--- src/rtl/trap_sequencer_if.sv ---
// Trap sequencer bus: trap context from the detection stage in,
// flush/redirect/status controls back out to the pipeline.
interface trap_sequencer_if #(
  parameter int XLEN  = 64,
  parameter int CNT_W = 16
);
  logic [2:0]       trap_type;
  logic [XLEN-1:0]  mtvec_addr;
  logic [XLEN-1:0]  mepc;
  logic             mret;
  logic             flush_if;
  logic             flush_id;
  logic             flush_ex;
  logic             flush_mem;
  logic             stall_fetch;
  logic             pc_redirect_valid;
  logic [XLEN-1:0]  pc_redirect;
  logic             in_handler;
  logic [2:0]       mcause_q;
  logic             halted;
  logic [CNT_W-1:0] trap_count;

  // Trap-detection / decode side: supplies the trap context.
  modport master (
    output trap_type, mtvec_addr, mepc, mret,
    input  flush_if, flush_id, flush_ex, flush_mem, stall_fetch,
    input  pc_redirect_valid, pc_redirect, in_handler, mcause_q,
    input  halted, trap_count
  );

  // Sequencer side: consumes the context, drives pipeline controls.
  modport slave (
    input  trap_type, mtvec_addr, mepc, mret,
    output flush_if, flush_id, flush_ex, flush_mem, stall_fetch,
    output pc_redirect_valid, pc_redirect, in_handler, mcause_q,
    output halted, trap_count
  );
endinterface

--- src/rtl/trap_sequencer.sv ---
// Machine-mode trap entry/return sequencer for the RV64I pipeline.
// Latches trap context, flushes the pipe for FLUSH_CYCLES, redirects
// fetch to the handler, returns on mret and halts on a double fault.
// Outputs are registered from the current state, so each state's
// effect is visible one cycle after the state is entered.
module trap_sequencer #(
  parameter int FLUSH_CYCLES = 3,
  parameter int XLEN         = 64,
  parameter int CNT_W        = 16
) (
  input  logic            clk,
  input  logic            rstn,
  trap_sequencer_if.slave bus
);

  localparam logic [2:0] S_IDLE     = 3'd0;
  localparam logic [2:0] S_FLUSH    = 3'd1;
  localparam logic [2:0] S_REDIRECT = 3'd2;
  localparam logic [2:0] S_HANDLER  = 3'd3;
  localparam logic [2:0] S_RETURN   = 3'd4;
  localparam logic [2:0] S_HALT     = 3'd5;

  // Counter preload so that FLUSH lasts exactly FLUSH_CYCLES cycles.
  localparam logic [3:0] FLUSH_LOAD = 4'(FLUSH_CYCLES - 1);

  // Saturating increment: trap_count sticks at all-ones.
  function automatic logic [CNT_W-1:0] sat_inc(input logic [CNT_W-1:0] c);
    if (&c) begin
      return c;
    end else begin
      return c + {{(CNT_W-1){1'b0}}, 1'b1};
    end
  endfunction

  logic [2:0]       state_q, state_d;
  logic [3:0]       cnt_q, cnt_d;
  logic [XLEN-1:0]  vec_q, vec_d;
  logic [XLEN-1:0]  epc_q, epc_d;
  logic [2:0]       mcause_q, mcause_d;
  logic [CNT_W-1:0] trap_count_q, trap_count_d;

  // Registered output copies; flush_q bit order is {mem, ex, id, if}.
  logic [3:0]       flush_q, flush_d;
  logic             stall_q, stall_d;
  logic             valid_q, valid_d;
  logic [XLEN-1:0]  pc_q, pc_d;
  logic             in_handler_q, in_handler_d;
  logic             halted_q, halted_d;

  logic             trap_s;

  assign trap_s = (bus.trap_type != 3'b000);

  // Next-state and trap-context capture.
  always_comb begin
    state_d      = state_q;
    cnt_d        = cnt_q;
    vec_d        = vec_q;
    epc_d        = epc_q;
    mcause_d     = mcause_q;
    trap_count_d = trap_count_q;
    case (state_q)
      S_IDLE: begin
        // A trap beats a simultaneous mret; a lone mret is ignored here.
        if (trap_s) begin
          mcause_d     = bus.trap_type;
          vec_d        = bus.mtvec_addr;
          epc_d        = bus.mepc;
          cnt_d        = FLUSH_LOAD;
          trap_count_d = sat_inc(trap_count_q);
          state_d      = S_FLUSH;
        end else begin
          state_d = S_IDLE;
        end
      end
      S_FLUSH: begin
        // The originating fault is still visible upstream, so trap_type is ignored.
        if (cnt_q == 4'd0) begin
          state_d = S_REDIRECT;
        end else begin
          cnt_d = cnt_q - 4'd1;
        end
      end
      S_REDIRECT: begin
        state_d = S_HANDLER;
      end
      S_HANDLER: begin
        // A trap inside the handler is a double fault and wins over mret.
        if (trap_s) begin
          mcause_d     = bus.trap_type;
          trap_count_d = sat_inc(trap_count_q);
          state_d      = S_HALT;
        end else if (bus.mret) begin
          state_d = S_RETURN;
        end else begin
          state_d = S_HANDLER;
        end
      end
      S_RETURN: begin
        state_d = S_IDLE;
      end
      S_HALT: begin
        state_d = S_HALT;
      end
      default: begin
        state_d = S_IDLE;
      end
    endcase
  end

  // Output values implied by the current state.
  always_comb begin
    flush_d      = 4'b0000;
    stall_d      = 1'b0;
    valid_d      = 1'b0;
    pc_d         = pc_q;
    in_handler_d = 1'b0;
    halted_d     = 1'b0;
    case (state_q)
      S_FLUSH: begin
        flush_d = 4'b1111;
        stall_d = 1'b1;
      end
      S_REDIRECT: begin
        valid_d = 1'b1;
        pc_d    = vec_q;
      end
      S_HANDLER: begin
        in_handler_d = 1'b1;
      end
      S_RETURN: begin
        valid_d      = 1'b1;
        pc_d         = epc_q;
        flush_d      = 4'b0011;
        in_handler_d = 1'b1;
      end
      S_HALT: begin
        halted_d = 1'b1;
        stall_d  = 1'b1;
        flush_d  = 4'b1111;
      end
      default: begin
        flush_d = 4'b0000;
      end
    endcase
  end

  // State and latched trap context.
  always_ff @(posedge clk or negedge rstn) begin
    if (!rstn) begin
      state_q      <= S_IDLE;
      cnt_q        <= 4'd0;
      vec_q        <= {XLEN{1'b0}};
      epc_q        <= {XLEN{1'b0}};
      mcause_q     <= 3'b000;
      trap_count_q <= {CNT_W{1'b0}};
    end else begin
      state_q      <= state_d;
      cnt_q        <= cnt_d;
      vec_q        <= vec_d;
      epc_q        <= epc_d;
      mcause_q     <= mcause_d;
      trap_count_q <= trap_count_d;
    end
  end

  // Registered pipeline-control outputs.
  always_ff @(posedge clk or negedge rstn) begin
    if (!rstn) begin
      flush_q      <= 4'b0000;
      stall_q      <= 1'b0;
      valid_q      <= 1'b0;
      pc_q         <= {XLEN{1'b0}};
      in_handler_q <= 1'b0;
      halted_q     <= 1'b0;
    end else begin
      flush_q      <= flush_d;
      stall_q      <= stall_d;
      valid_q      <= valid_d;
      pc_q         <= pc_d;
      in_handler_q <= in_handler_d;
      halted_q     <= halted_d;
    end
  end

  assign bus.flush_if          = flush_q[0];
  assign bus.flush_id          = flush_q[1];
  assign bus.flush_ex          = flush_q[2];
  assign bus.flush_mem         = flush_q[3];
  assign bus.stall_fetch       = stall_q;
  assign bus.pc_redirect_valid = valid_q;
  assign bus.pc_redirect       = pc_q;
  assign bus.in_handler        = in_handler_q;
  assign bus.mcause_q          = mcause_q;
  assign bus.halted            = halted_q;
  assign bus.trap_count        = trap_count_q;

endmodule
--- src/flat_wrapper.sv ---
// flat-port wrapper written by rule: the top's interface ports become plain ports
module trap_sequencer_flat 
#(
  parameter int FLUSH_CYCLES = 3,
  parameter int XLEN         = 64,
  parameter int CNT_W        = 16
)
  (clk, rstn, bus_trap_type, bus_mtvec_addr, bus_mepc, bus_mret, bus_flush_if, bus_flush_id, bus_flush_ex, bus_flush_mem, bus_stall_fetch, bus_pc_redirect_valid, bus_pc_redirect, bus_in_handler, bus_mcause_q, bus_halted, bus_trap_count);
  trap_sequencer_if #(.XLEN(XLEN), .CNT_W(CNT_W)) bus_i ();
  input  logic clk;
  input  logic rstn;
  input wire logic [$bits(bus_i.trap_type)-1:0] bus_trap_type;
  input wire logic [$bits(bus_i.mtvec_addr)-1:0] bus_mtvec_addr;
  input wire logic [$bits(bus_i.mepc)-1:0] bus_mepc;
  input wire logic [$bits(bus_i.mret)-1:0] bus_mret;
  output wire logic [$bits(bus_i.flush_if)-1:0] bus_flush_if;
  output wire logic [$bits(bus_i.flush_id)-1:0] bus_flush_id;
  output wire logic [$bits(bus_i.flush_ex)-1:0] bus_flush_ex;
  output wire logic [$bits(bus_i.flush_mem)-1:0] bus_flush_mem;
  output wire logic [$bits(bus_i.stall_fetch)-1:0] bus_stall_fetch;
  output wire logic [$bits(bus_i.pc_redirect_valid)-1:0] bus_pc_redirect_valid;
  output wire logic [$bits(bus_i.pc_redirect)-1:0] bus_pc_redirect;
  output wire logic [$bits(bus_i.in_handler)-1:0] bus_in_handler;
  output wire logic [$bits(bus_i.mcause_q)-1:0] bus_mcause_q;
  output wire logic [$bits(bus_i.halted)-1:0] bus_halted;
  output wire logic [$bits(bus_i.trap_count)-1:0] bus_trap_count;
  assign bus_i.trap_type = bus_trap_type;
  assign bus_i.mtvec_addr = bus_mtvec_addr;
  assign bus_i.mepc = bus_mepc;
  assign bus_i.mret = bus_mret;
  assign bus_flush_if = bus_i.flush_if;
  assign bus_flush_id = bus_i.flush_id;
  assign bus_flush_ex = bus_i.flush_ex;
  assign bus_flush_mem = bus_i.flush_mem;
  assign bus_stall_fetch = bus_i.stall_fetch;
  assign bus_pc_redirect_valid = bus_i.pc_redirect_valid;
  assign bus_pc_redirect = bus_i.pc_redirect;
  assign bus_in_handler = bus_i.in_handler;
  assign bus_mcause_q = bus_i.mcause_q;
  assign bus_halted = bus_i.halted;
  assign bus_trap_count = bus_i.trap_count;
  trap_sequencer #(.FLUSH_CYCLES(FLUSH_CYCLES), .XLEN(XLEN), .CNT_W(CNT_W)) u_core (.clk(clk), .rstn(rstn), .bus(bus_i));
endmodule
--- config.mk ---
export PLATFORM = sky130hd
export DESIGN_NAME = trap_sequencer_flat
export DESIGN_NICKNAME = d
export VERILOG_FILES = /design/src/rtl/trap_sequencer_if.sv /design/src/rtl/trap_sequencer.sv /design/src/flat_wrapper.sv
export SDC_FILE = /design/constraint.sdc
export NUM_CORES = 1
export LEC_CHECK = 0
export ABC_AREA = 1
export CAP_MARGIN = 15
export CORE_MARGIN = 3
export CORE_UTILIZATION = 45
export DETAILED_ROUTE_END_ITERATION = 7
export PLACE_DENSITY = 0.77
export SYNTH_ARGS = -nofsm -noshare
export SYNTH_HDL_FRONTEND = slang
export SYNTH_SLANG_ARGS = --single-unit
--- constraint.sdc ---
create_clock -name clk -period 1.3 [get_ports clk]
set_input_delay 0.13 -clock clk [delete_from_list [all_inputs] [get_ports clk]]
set_output_delay 0.13 -clock clk [all_outputs]
set_load 0.02 [all_outputs]
==> results of run 1 <==
## logic make-up after synthesis
group / after synthesis / share of synthesized area
and+or+nand+nor: 403 / 0.175
AOI/OAI and AO/OA: 269 / 0.141
xor gates and xnor gates: 7 / 0.00637
adders and majority gates: 2 / 0.00260
DFF: 223 / 0.580
buffers and inverters: 215 / 0.0948
## cell type report
class,instances,area share
sequential,223,0.350
timing repair buffer,383,0.269
clock buffer,34,0.0444
multi-input combinational,681,0.274
clock inverter,5,0.00469
tap,270,0.0211
inverter,148,0.0368
## routing by layer
layer / share of wire / vias to the layer above / GRT usage
met2: 0.49 / 526 / 0.426
met1: 0.38 / 4760 / 0.336
li1: - / 4257 / -
met4: 0.040 / 8 / 0.0830
met3: 0.086 / 123 / 0.0616
met5: 0.0016 / - / 0
## where the power goes
group	switching, W	leakage [nW]	internal [W]
Combinational	0.000301	4.79	0.000403
Clock	0.00280	0.389	0.00415
Sequential	0	2.75	0.00694
## path summary, 6_finish.rpt
kind,startpoint,end,slack (ns)
min in group clk,bus_mepc[7],u_core.epc_q[7],0.15
hold reg to reg,u_core.epc_q[60],u_core.epc_q[60],0.49
max in group asynchronous,rstn,u_core.state_q[0],0.60
hold / removal,rstn,u_core.bus.pc_redirect[40],0.11
setup reg to reg,u_core.state_q[0],u_core.bus.pc_redirect[19],-0.24
setup / recovery,u_core.state_q[0],u_core.bus.pc_redirect[19],-0.24
## metrics by stage
step                      std cells  utilization  hold WS (ns)
after global routing           1744        0.775         0.129
after CTS                      1706        0.699         0.107
after global placement         1633        0.624        0.0504
final                          1744        0.775         0.113
after floorplan                1119            -        -0.166
after detailed placement       1633        0.624        0.0529
## critical path: stages (launching register included)
cell	delay, ns
dfrtp_2	0.43
nor2_4	0.18
buf_6	0.14
nand2_8	0.09
clkinv_8	0.11
buf_12	0.12
clkbuf_16	0.17
a21oi_2	0.05
o21ai_1	0.17
## registers in the layout (all words and copies together) (netlist names), 2 cells and up
register	count
u_core.bus.trap_count	16
u_core.vec_q	64
u_core.bus.mcause_q	3
u_core.cnt_q	4
u_core.flush_q	2
u_core.bus.pc_redirect	64
u_core.state_q	3
u_core.epc_q	64
## cell usage in the layout (no fill, tap or decap), types with 13 or more instances in the layout
cell type	n
nand2_4	19
nor2_2	36
o21ai_0	19
a21oi_2	75
o21ai_2	31
buf_12	28
dfrtp_1	212
nand2_1	113
buf_16	17
buf_6	36
nand3_1	61
nor2_4	32
nand2_2	29
o21ai_1	87
buf_4	52
clkbuf_16	42
clkdlybuf4s50_1	132
buf_8	20
nor2_1	81
a21oi_4	13
inv_1	143
buf_2	76
a21oi_1	42
nand3_2	15
## what timing repair did
action                                  4_1_cts  5_1_grt
pin swaps                                    10       47
gates resized for setup                     487      368
hold endpoints to repair                    223        0
hold buffers                                  1        0
gates cloned                                 13       22
buffers inserted                             20       21
endpoints found under the setup margin      307      257
==> impl_metrics.ini, run 1 <==
[routing]
wl_um = 36900
drtPass1Iterations = 8
wl_per_cell_um = 21.1
viasPerCell = 5.55
vias = 9674
drcViolationCount = 0
drt_iter0_drc = 690
ant_nets = 0

[timing]
finClkSkew_ns = 0.0119
fmax_mhz = 650
tightest_slew_ns = 0.387
rsz0062_at_grt = yes
finalHoldViolCount = 0
period_share = 1.18
finalSetupViolations = 220
relSlewSlack = 0.742
timing.final.ws_setup_ns = -0.239
period_needed_ns = 1.54
drv_slew = 0
setup_tns_ns = -34.90

[global_route]
track_usage = 0.257
grt_pass1_vias = 9222
antenna_found_initial = 4
grt_max_degree = 62
grt_pass1_wl_um = 48700
grt_overflow_total = 0

[logic_synthesis]
synth_edf_count = 0
ys_top_cells_by_count = dfrtp_1 (223), nand2_1 (159), nor2_1 (147)
synth_cell_types = 25
syn_area_sq_mm = 0.00962
yosys_warnings = 0
netlist_top_cells_area = dfrtp_1 (58%), a21oi_1 (6.8%), nand2_1 (6.2%)
avgSynthCellArea_sq_um = 8.60
synth_area_leader_cell = dfrtp_1
ys_seq_area_frac = 0.580
async_flop_share = 1.00
netlist.area_leader.share = 0.580
synthesis.nets = 1255
syn-instance-count = 1119
ys_ff_latch = 223
synthMostInstantiatedCell = dfrtp_1
ys.flop_type = dfrtp_1

[cells_and_area]
final_nets = 1597
post-route-cell-area_sq_mm = 0.0160
n_antenna_cell = 0
area_growth_pct = 66.2
seqCellArea_sq_mm = 0.00559
drive_gt1_frac = 0.381
fillers = 1239
multi_input_area_sq_mm = 0.00438

[run_status]
status = complete, but fails checks
violations = negative setup slack

[critical_path]
worstSetupPathType = reg2reg
cp_max_fo = 8
arrival_ns = 1.97
ff2ff_path_depth = 8
crit_path_start_kind = flop
required_ns = 1.73
worstSetupEndpointType = flop

[floorplan]
die_x_um = 152
initial_utilization = 0.467
rows = 52
die_y_um = 152
die_area_sq_mm = 0.0232
io_pins = 225
core_sq_mm = 0.0206

[placed_design]
dpl-instance-area_sq_mm = 0.0129
hpwl_um = 17900
port_buffers = 224
post-place-ws_ns = -0.314
gp_congestion = 0.860

[pwr]
power_w = 0.0146
ir_drop_uv = 774
power_leakage_nw = 7.93
pwr_density_cell_mw_per_mm2 = 913

[clock_tree]
cts_buffers = 24
clock-sinks = 223
cts_buffer_depth = 3
cts.reportedPaths.clkPinSlew_ns = 0.06
root_buffer = clkbuf_16
cts.htree.levels = 1
worstSkewPairLatency_ns = 0.52
cts_tree = built

[job]
drv_cap = 0

[worst_hold_path]
hp-class = in2async
Note: power is estimated with default switching activity, not from simulation.
==> run 2: changes to the inputs <==
--- a/config.mk
+++ b/config.mk
@@ -10,6 +10,7 @@
 export CORE_MARGIN = 3
 export CORE_UTILIZATION = 45
 export DETAILED_ROUTE_END_ITERATION = 7
+export HOLD_SLACK_MARGIN = 0.03
 export PLACE_DENSITY = 0.77
 export SYNTH_ARGS = -nofsm -noshare
 export SYNTH_HDL_FRONTEND = slang
==> results of run 2 <==
No change in the layout: final DEF, timing and power equal those of run 1.
==> run 3: changes to the inputs <==
--- a/config.mk
+++ b/config.mk
@@ -7,11 +7,13 @@
 export LEC_CHECK = 0
 export ABC_AREA = 1
 export CAP_MARGIN = 15
+export CELL_PAD_IN_SITES_DETAIL_PLACEMENT = 0
+export CELL_PAD_IN_SITES_GLOBAL_PLACEMENT = 1
 export CORE_MARGIN = 3
-export CORE_UTILIZATION = 45
+export CORE_UTILIZATION = 40
 export DETAILED_ROUTE_END_ITERATION = 7
 export HOLD_SLACK_MARGIN = 0.03
-export PLACE_DENSITY = 0.77
+export PLACE_DENSITY = 0.86
 export SYNTH_ARGS = -nofsm -noshare
 export SYNTH_HDL_FRONTEND = slang
 export SYNTH_SLANG_ARGS = --single-unit
==> constraint.sdc (replaced) <==
create_clock -name clk -period 1.8 [get_ports clk]
set_input_delay 0.18 -clock clk [delete_from_list [all_inputs] [get_ports clk]]
set_output_delay 0.18 -clock clk [all_outputs]
set_load 0.02 [all_outputs]
==> run 3 against run 2 <==
Cell count is 4.2% lower. The run now ends clean. Critical path depth fell by 7. Global-route usage is 6.4 points lower. Worst setup slack improved by 0.34 ns. Sequential power decreased by 28%. Critical endpoint is now bus_pc_redirect[8].
==> impl_metrics.ini, run 3 (synthesis gave the netlist of run 1 again) <==
[floorplan]
rows = 56
initial_utilization = 0.409
io_pins = 225
die_y_um = 161
core_sq_mm = 0.0235
die_area_sq_mm = 0.0260
die_x_um = 161

[critical_path]
rrSetupSlack_ns = 0.17
crit_chain = clkdlybuf4s50_1
cp_max_fo = 2
worstSetupEndpointType = primary output
crit_path_start_kind = flop
crit_buf_inv = 1
worstSetupPathType = reg2out
worstReg2RegStart = u_core.bus.trap_count[1]
cpLargestDelayFamily = buffers and inverters
critPathLaunch = u_core.bus.pc_redirect[8]
required_ns = 1.62
critPathMaxStageDelay_ns = 0.62
ff2ff_path_depth = 8
rr_endpoint = u_core.bus.trap_count[6]
arrival_ns = 1.52
slowest_stage = clkdlybuf4s50_1

[cells_and_area]
area_growth_pct = 37.8
layout_commonest_cell = dfrtp_1
final_cell_mix = dfrtp_1 (223), clkdlybuf4s50_1 (207), nand2_1 (159)
post-route-cell-area_sq_mm = 0.0133
fillers = 2197
drive_gt1_frac = 0.0667
final_nets = 1468

[timing]
drv_slew = 0
period_needed_ns = 1.70
rsz0062_at_grt = no
relSlewSlack = 0.678
tightest_slew_ns = 0.483
period_share = 0.947
holdWs_ns = 0.215
finClkSkew_ns = 0.00432
fmax_mhz = 587
setup_tns_ns = 0
finalSetupViolations = 0
finalHoldViolCount = 0

[clock_tree]
cts_buffers = 25
cts_buffer_depth = 3
root_buffer = clkbuf_16
cts_tree = built
clock-sinks = 223
cts.reportedPaths.clkPinSlew_ns = 0.06
cts.htree.levels = 1
worstSkewPairLatency_ns = 0.50

[pwr]
ir_drop_uv = 427
pwr_density_cell_mw_per_mm2 = 800
power_leakage_nw = 6.76

[routing]
vias = 8005
drtPass1Iterations = 8
wl_per_cell_um = 15.0
ant_nets = 0
viasPerCell = 4.79
wl_um = 25100
drcViolationCount = 0
drt_iter0_drc = 434

[global_route]
grt_pass1_wl_um = 41400
grt_overflow_total = 0
grt_pass1_vias = 8001
track_usage = 0.193
grt_max_degree = 65
antenna_found_initial = 4

[placed_design]
dpl-instance-area_sq_mm = 0.0124
gp_congestion = 0.824
hpwl_um = 16700
port_buffers = 224

[run_status]
status = finished clean

[job]
drv_cap = 0

[worst_hold_path]
hp-class = in2async
==> run 3: changes by cell type in the layout (fill, tap and decap cells not counted), sizes merged, moves of 5 or more <==
cell	before	now
buf	229	29
clkdlybuf4s50	132	207
clkbuf	51	32
dlymetal6s2s	0	11
clkinv	5	11
dlygate4sd2	0	5
==> run 3: timing repair <==
item                       CTS  global route
hold buffers                 1             0
setup endpoints to repair    5            12
hold endpoints to repair    53             0
resized for setup            5            11
setup buffers                0             0
==> run 3: worst max-delay path by stage <==
stage / end / slack, ns / depth (start not counted)
6_report: bus_pc_redirect[8] / 0.1 / 1
5_1_grt: u_core.bus.trap_count[2] / 0.0005 / 8
4_1_cts: bus_trap_count[12] / 0.004 / 1
3_5_place_dp: u_core.vec_q[36] / 0.08 / 8
3_3_place_gp: u_core.vec_q[40] / 0.10 / 8
2_1_floorplan: u_core.bus.trap_count[6] / 0.19 / 9
==> run 3: where the power goes <==
group	internal [W]	switching (W)	total, W
clock	0.00311	0.00202	0.00513
combinational	0.000282	0.000181	0.000463
sequential	0.00501	0	0.00501
==> run 3: cell type report <==
cell class | instances | area (sq um) | share of cell area
flip-flops and latches | 223 | 5580 | 0.421
inverters | 148 | 556 | 0.0419
clock inverters | 13 | 125 | 0.00944
multi-input cells | 681 | 3140 | 0.237
repair buffers | 253 | 2730 | 0.206
diodes | 2 | 5.00 | 0.000378
well taps | 319 | 399 | 0.0301
clock buffers | 32 | 722 | 0.0545
==> run 3: metal layers <==
layer | GRT usage | routed length [um] | part of all wire
met5 | 0 | 41 | 0.0016
met4 | 0.0375 | 438 | 0.017
met3 | 0.0492 | 1630 | 0.065
met2 | 0.314 | 11800 | 0.47
met1 | 0.265 | 11200 | 0.45
==> run 3: metrics by stage <==
step	setup WS, ns	instances	utilization	power (W)
after floorplan	0.186	1119	-	0.00513
after detailed placement	0.0781	1623	0.526	0.00557
final	0.0963	1671	0.563	0.0106
after global routing	0.000460	1669	0.563	0.0110
after global placement	0.104	1623	0.526	0.00558
after CTS	0.00365	1669	0.562	0.0108
==> patch 1, RTL diff (settings of run 1) <==
`XLEN` is set to 64 in 3 places; all go to 68.
--- a/src/rtl/trap_sequencer_if.sv
+++ b/src/rtl/trap_sequencer_if.sv
@@ -1,7 +1,7 @@
 // Trap sequencer bus: trap context from the detection stage in,
 // flush/redirect/status controls back out to the pipeline.
 interface trap_sequencer_if #(
-  parameter int XLEN  = 64,
+  parameter int XLEN  = 68,
   parameter int CNT_W = 16
 );
   logic [2:0]       trap_type;
--- a/src/rtl/trap_sequencer.sv
+++ b/src/rtl/trap_sequencer.sv
@@ -5,7 +5,7 @@
 // effect is visible one cycle after the state is entered.
 module trap_sequencer #(
   parameter int FLUSH_CYCLES = 3,
-  parameter int XLEN         = 64,
+  parameter int XLEN         = 68,
   parameter int CNT_W        = 16
 ) (
   input  logic            clk,
--- a/src/flat_wrapper.sv
+++ b/src/flat_wrapper.sv
@@ -2,7 +2,7 @@
 module trap_sequencer_flat 
 #(
   parameter int FLUSH_CYCLES = 3,
-  parameter int XLEN         = 64,
+  parameter int XLEN         = 68,
   parameter int CNT_W        = 16
 )
   (clk, rstn, bus_trap_type, bus_mtvec_addr, bus_mepc, bus_mret, bus_flush_if, bus_flush_id, bus_flush_ex, bus_flush_mem, bus_stall_fetch, bus_pc_redirect_valid, bus_pc_redirect, bus_in_handler, bus_mcause_q, bus_halted, bus_trap_count);
Interface: changed (resized bus_mepc, bus_mtvec_addr and bus_pc_redirect); port bits go from 225 to 237. No check against the original RTL was run, so the function may have changed too.
==> patch 1 against run 1 <==
- the run still ends with negative setup slack left
- worst hold slack better by 0.012 ns
- cell area decreased by 1.9%
- synthesized area rose by 5.3%
- wire length down 12%
- setup slack improved by 0.023 ns
- sequential cell count is 12 higher
- critical path type unchanged
- critical endpoint is now u_core.bus.pc_redirect[25]
- largest cell class unchanged
Power is not compared: it rests on default switching activity, and its combinational part moved more than twofold at a synthesized area within 25%.
==> patch 1: results (changes against run 1) <==
status:
  status: "finished with violations"
  failed_checks: "negative setup slack"
clock_network:
  cts_buffer_depth: 3  # unchanged
  cts_root_buffer: "clkbuf_16"
  numCtsBuffers: 26  # +8.3%
placed_design:
  dp_hpwl_um: 18150  # +1.3%
  place_congestion: 0.8455  # -1.7%
  portBuffers: 236  # +5.4%
  dp_slack_ns: -0.3654  # -0.05163 ns
  dp.cells: 1714  # +5.0%
worst_setup_path:
  slowest_delay_ns: 0.43  # about the same
  worstPathMaxFanout: 32  # +24
  worstPathArrival_ns: 1.91  # -0.06 ns
  cp_slowest_cell: "dfrtp_1"
  critPathLaunch: "u_core.state_q[1]"
routing:
  drtIter0Drc: 618  # -10%
  first_pass_iters: 5  # -3
  viasPerCell: 5.269  # -5.0%
  wl_per_cell_um: 17.84  # -16%
  routed_wl_um: 32280  # -12%
grt:
  grt_pass1_vias: 9127  # -1.0%
  grt_antenna_before_repair: 1  # -3
  grt_pass1_wl_um: 45030  # -7.5%
  grt_max_degree: 66  # +6.5%
  grt_usage: 0.2259  # -0.03131
final_layout:
  drive_gt1_frac: 0.3015  # -0.07977
  n_fill_cell: 1569  # +27%
yosys:
  synth_nets: 1322  # +5.3%
  seq_area_frac_synth: 0.5803  # about the same
  syn_area_per_cell_um2: 8.602  # about the same
  synth_cell_types: 28  # +12%
  synth_commonest_cells: "dfrtp_1, nand2_1, o21ai_0"
  synthTopCellsByArea: "dfrtp_1, o21ai_0, nand2_1, inv_1, nand3_1"
  async_reset_ff_frac: 1.000  # unchanged
sta:
  finalSetupTns_ns: -27.41  # +7.492 ns
  fin_ws_ns: -0.2165  # +0.02266 ns
  finalSetupViolations: 235  # +6.8%
  worst_clock_skew_ns: 0.01155  # -0.0003871 ns
  worstMarginPinSlew_ns: 0.4136  # +0.02697 ns
-- patch 1: cell count changes after synthesis, sizes merged, moves of 12 or more --
cell    change
a21oi      -62
dfrtp      +12
clkbuf     +12
nor2       -59
nand2      +71
o21ai      +76
-- patch 1: timing repair --
action / 4_1_cts / 5_1_grt
setup endpoints to repair: 321 / 257
hold buffers: 1 / 0
gates resized for setup: 520 / 231
cloned: 5 / 24
endpoints found under the hold margin: 235 / 0
setup buffers: 14 / 6
pin swaps: 5 / 22
-- patch 1: critical path: cells and delay by family (launching register included) --
| kind | cells | cell delay (ns) |
|---|---|---|
| flip-flops | 1 | 0.43 |
| AO/OA/AOI/OAI | 1 | 0.21 |
| buffers and inverters | 2 | 0.40 |
| AND/OR/NAND/NOR | 3 | 0.34 |
-- patch 1: final cells by class --
cell class / count / share of cell area
clock inverters: 9 / 0.004704
flip-flops and latches: 235 / 0.3755
inverters: 158 / 0.03843
repair buffers: 376 / 0.2571
clock buffers: 37 / 0.04672
multi-input cells: 714 / 0.2553
well taps: 280 / 0.02232
-- patch 1: power by group --
part | leakage (nW) | total [mW] | internal, mW | switching [mW]
clock network | 0.402 | 7.02 | 4.11 | 2.91
registers | 2.78 | 12.8 | 10.9 | 1.96
logic | 4.68 | 19.6 | 8.74 | 10.9
-- patch 1: path summary, 6_finish.rpt --
check                                              to  slack, ns  cells after the start
setup reg to reg           u_core.bus.pc_redirect[25]      -0.22                      6
max in group asynchronous            u_core.vec_q[46]       0.58                      3
min in group clk                      u_core.epc_q[1]       0.16                      3
setup / recovery           u_core.bus.pc_redirect[25]      -0.22                      6
hold reg to reg                      u_core.epc_q[26]       0.49                      2
hold / removal              u_core.bus.pc_redirect[6]       0.13                      2
-- patch 1: cells by family (layout without fill, tap and decap cells) --
group	Yosys count	after routing	share of synthesized area
DFF	235	235	0.5803
AOI/OAI and AO/OA	282	282	0.1404
adders and majority gates	2	2	0.002469
and+or+nand+nor	422	423	0.1767
buffers and inverters	230	580	0.09408
xor gates and xnor gates	7	7	0.006050
-- patch 1: metrics by stage --
step,utilization,hold WS [ns],instance area (um2)
floorplan,-,-0.1656,10170
global placement,0.6133,0.07017,13470
detailed placement,0.6133,0.07206,13470
CTS,0.6620,0.1318,14540
global route,0.7146,0.1448,15690
finish,0.7146,0.1253,15690
-- patch 1: routing by layer --
layer,vias to the layer above,track usage,routed length (um)
met1,4609,0.3013,12910
met5,-,0,11
met3,57,0.04771,2461
met4,2,0.04962,567
met2,408,0.3831,16320
li1,4455,-,-
==> patch 2, RTL diff (config.mk and constraints of run 1) <==
Made on the original files. `flush_q` no longer has a reset.
--- a/src/rtl/trap_sequencer.sv
+++ b/src/rtl/trap_sequencer.sv
@@ -167,20 +167,22 @@
   // Registered pipeline-control outputs.
   always_ff @(posedge clk or negedge rstn) begin
     if (!rstn) begin
-      flush_q      <= 4'b0000;
       stall_q      <= 1'b0;
       valid_q      <= 1'b0;
       pc_q         <= {XLEN{1'b0}};
       in_handler_q <= 1'b0;
       halted_q     <= 1'b0;
     end else begin
-      flush_q      <= flush_d;
       stall_q      <= stall_d;
       valid_q      <= valid_d;
       pc_q         <= pc_d;
       in_handler_q <= in_handler_d;
       halted_q     <= halted_d;
     end
+  end
+
+  always_ff @(posedge clk) begin
+    flush_q <= flush_d;
   end
 
   assign bus.flush_if          = flush_q[0];
Behaviour: differs if rstn is asserted again (counterexample within 4 cycles, from zero or initial values and one cycle with rstn low); with rstn held inactive, the same outputs for 10 cycles.
==> patch 2 against run 1 <==
- power decreased by 1.8%
- largest cell class unchanged
- setup slack improved by 0.011 ns
- wire length decreased by 12%
- cell area decreased by 5.0%
- the flow still finishes with violations (negative setup slack)
- critical endpoint is now u_core.vec_q[44]
- cell count decreased by 0.92%
- highest routed layer is now met4
- die area about the same
- synthesized area about the same
- sequential cell count increased by 1
==> patch 2: results (changes against run 1) <==
yosys:
  synth_commonest_cells: "dfrtp_1, nand2_1, nor2_1"
  synth-compound-area-share: 0.1413  # about the same
  synthTopCellsByArea: "dfrtp_1, a21oi_1, o21ai_0, nand2_1, nor2_1"
  seq_area_frac_synth: 0.5817  # +0.001787
  async_reset_ff_frac: 0.9911  # -0.008929
final_layout:
  buffer_area_frac: 0.2605  # -0.008784
  clk_share: 0.05056  # +0.001515
  drive_gt1_frac: 0.3169  # -0.06440
  buffers: 362  # -5.5%
  clkbuf_count: 37  # +8.8%
  multi_input_area_share: 0.2585  # -0.01545
  fin_nets: 1576  # -1.3%
sta:
  worst_clock_skew_ns: 0.01428  # +0.002345 ns
  finalSetupViolations: 225  # +2.3%
  hold_ws_ns: 0.1286  # +0.01553 ns
  fin_ws_ns: -0.2277  # +0.01144 ns
  finalSetupTns_ns: -32.30  # +2.597 ns
  worstMarginPinSlew_ns: 0.4695  # +0.08296 ns
grt:
  grt_antenna_before_repair: 0  # -4
  grt_pass1_wl_um: 46080  # -5.4%
worst_setup_path:
  critPathTopFamily: "simple AND/OR/NAND/NOR gates"
pwr:
  peakVddDrop_uv: 1132  # +46%
placed_design:
  dpl_cell_area_mm2: 0.01285  # -0.21%
  place_congestion: 0.8329  # -3.2%
  dp_slack_ns: -0.3812  # -0.06740 ns
status:
  failed_checks: "negative setup slack"
  status: "finished with violations"
routing:
  drtIter0Drc: 725  # +5.1%
[patch 2: layer usage]
metal / up-vias / track usage / routed length (um)
met1: 4528 / 0.3223 / 12880
li1: 4221 / - / -
met3: 84 / 0.04516 / 2456
met2: 431 / 0.4043 / 16110
met4: 0 / 0.06464 / 852
met5: - / 0 / 0
[patch 2: how the worst max path moves through the flow]
stage,from,endpoint,slack [ns],cells after the start
after floorplan,u_core.bus.trap_count[0],u_core.bus.trap_count[13],-0.09,8
after global placement,bus_trap_type[1],u_core.vec_q[14],-0.32,8
after detailed placement,bus_trap_type[1],u_core.epc_q[63],-0.38,8
after CTS,u_core.state_q[1],u_core.bus.pc_redirect[32],-0.15,6
after global routing,u_core.state_q[1],u_core.vec_q[49],-0.26,6
final,u_core.state_q[1],u_core.vec_q[44],-0.23,6
[patch 2: where the power goes]
group	switching, mW	internal [mW]
sequential	0	6.97
clock	2.86	3.81
combinational	0.284	0.402
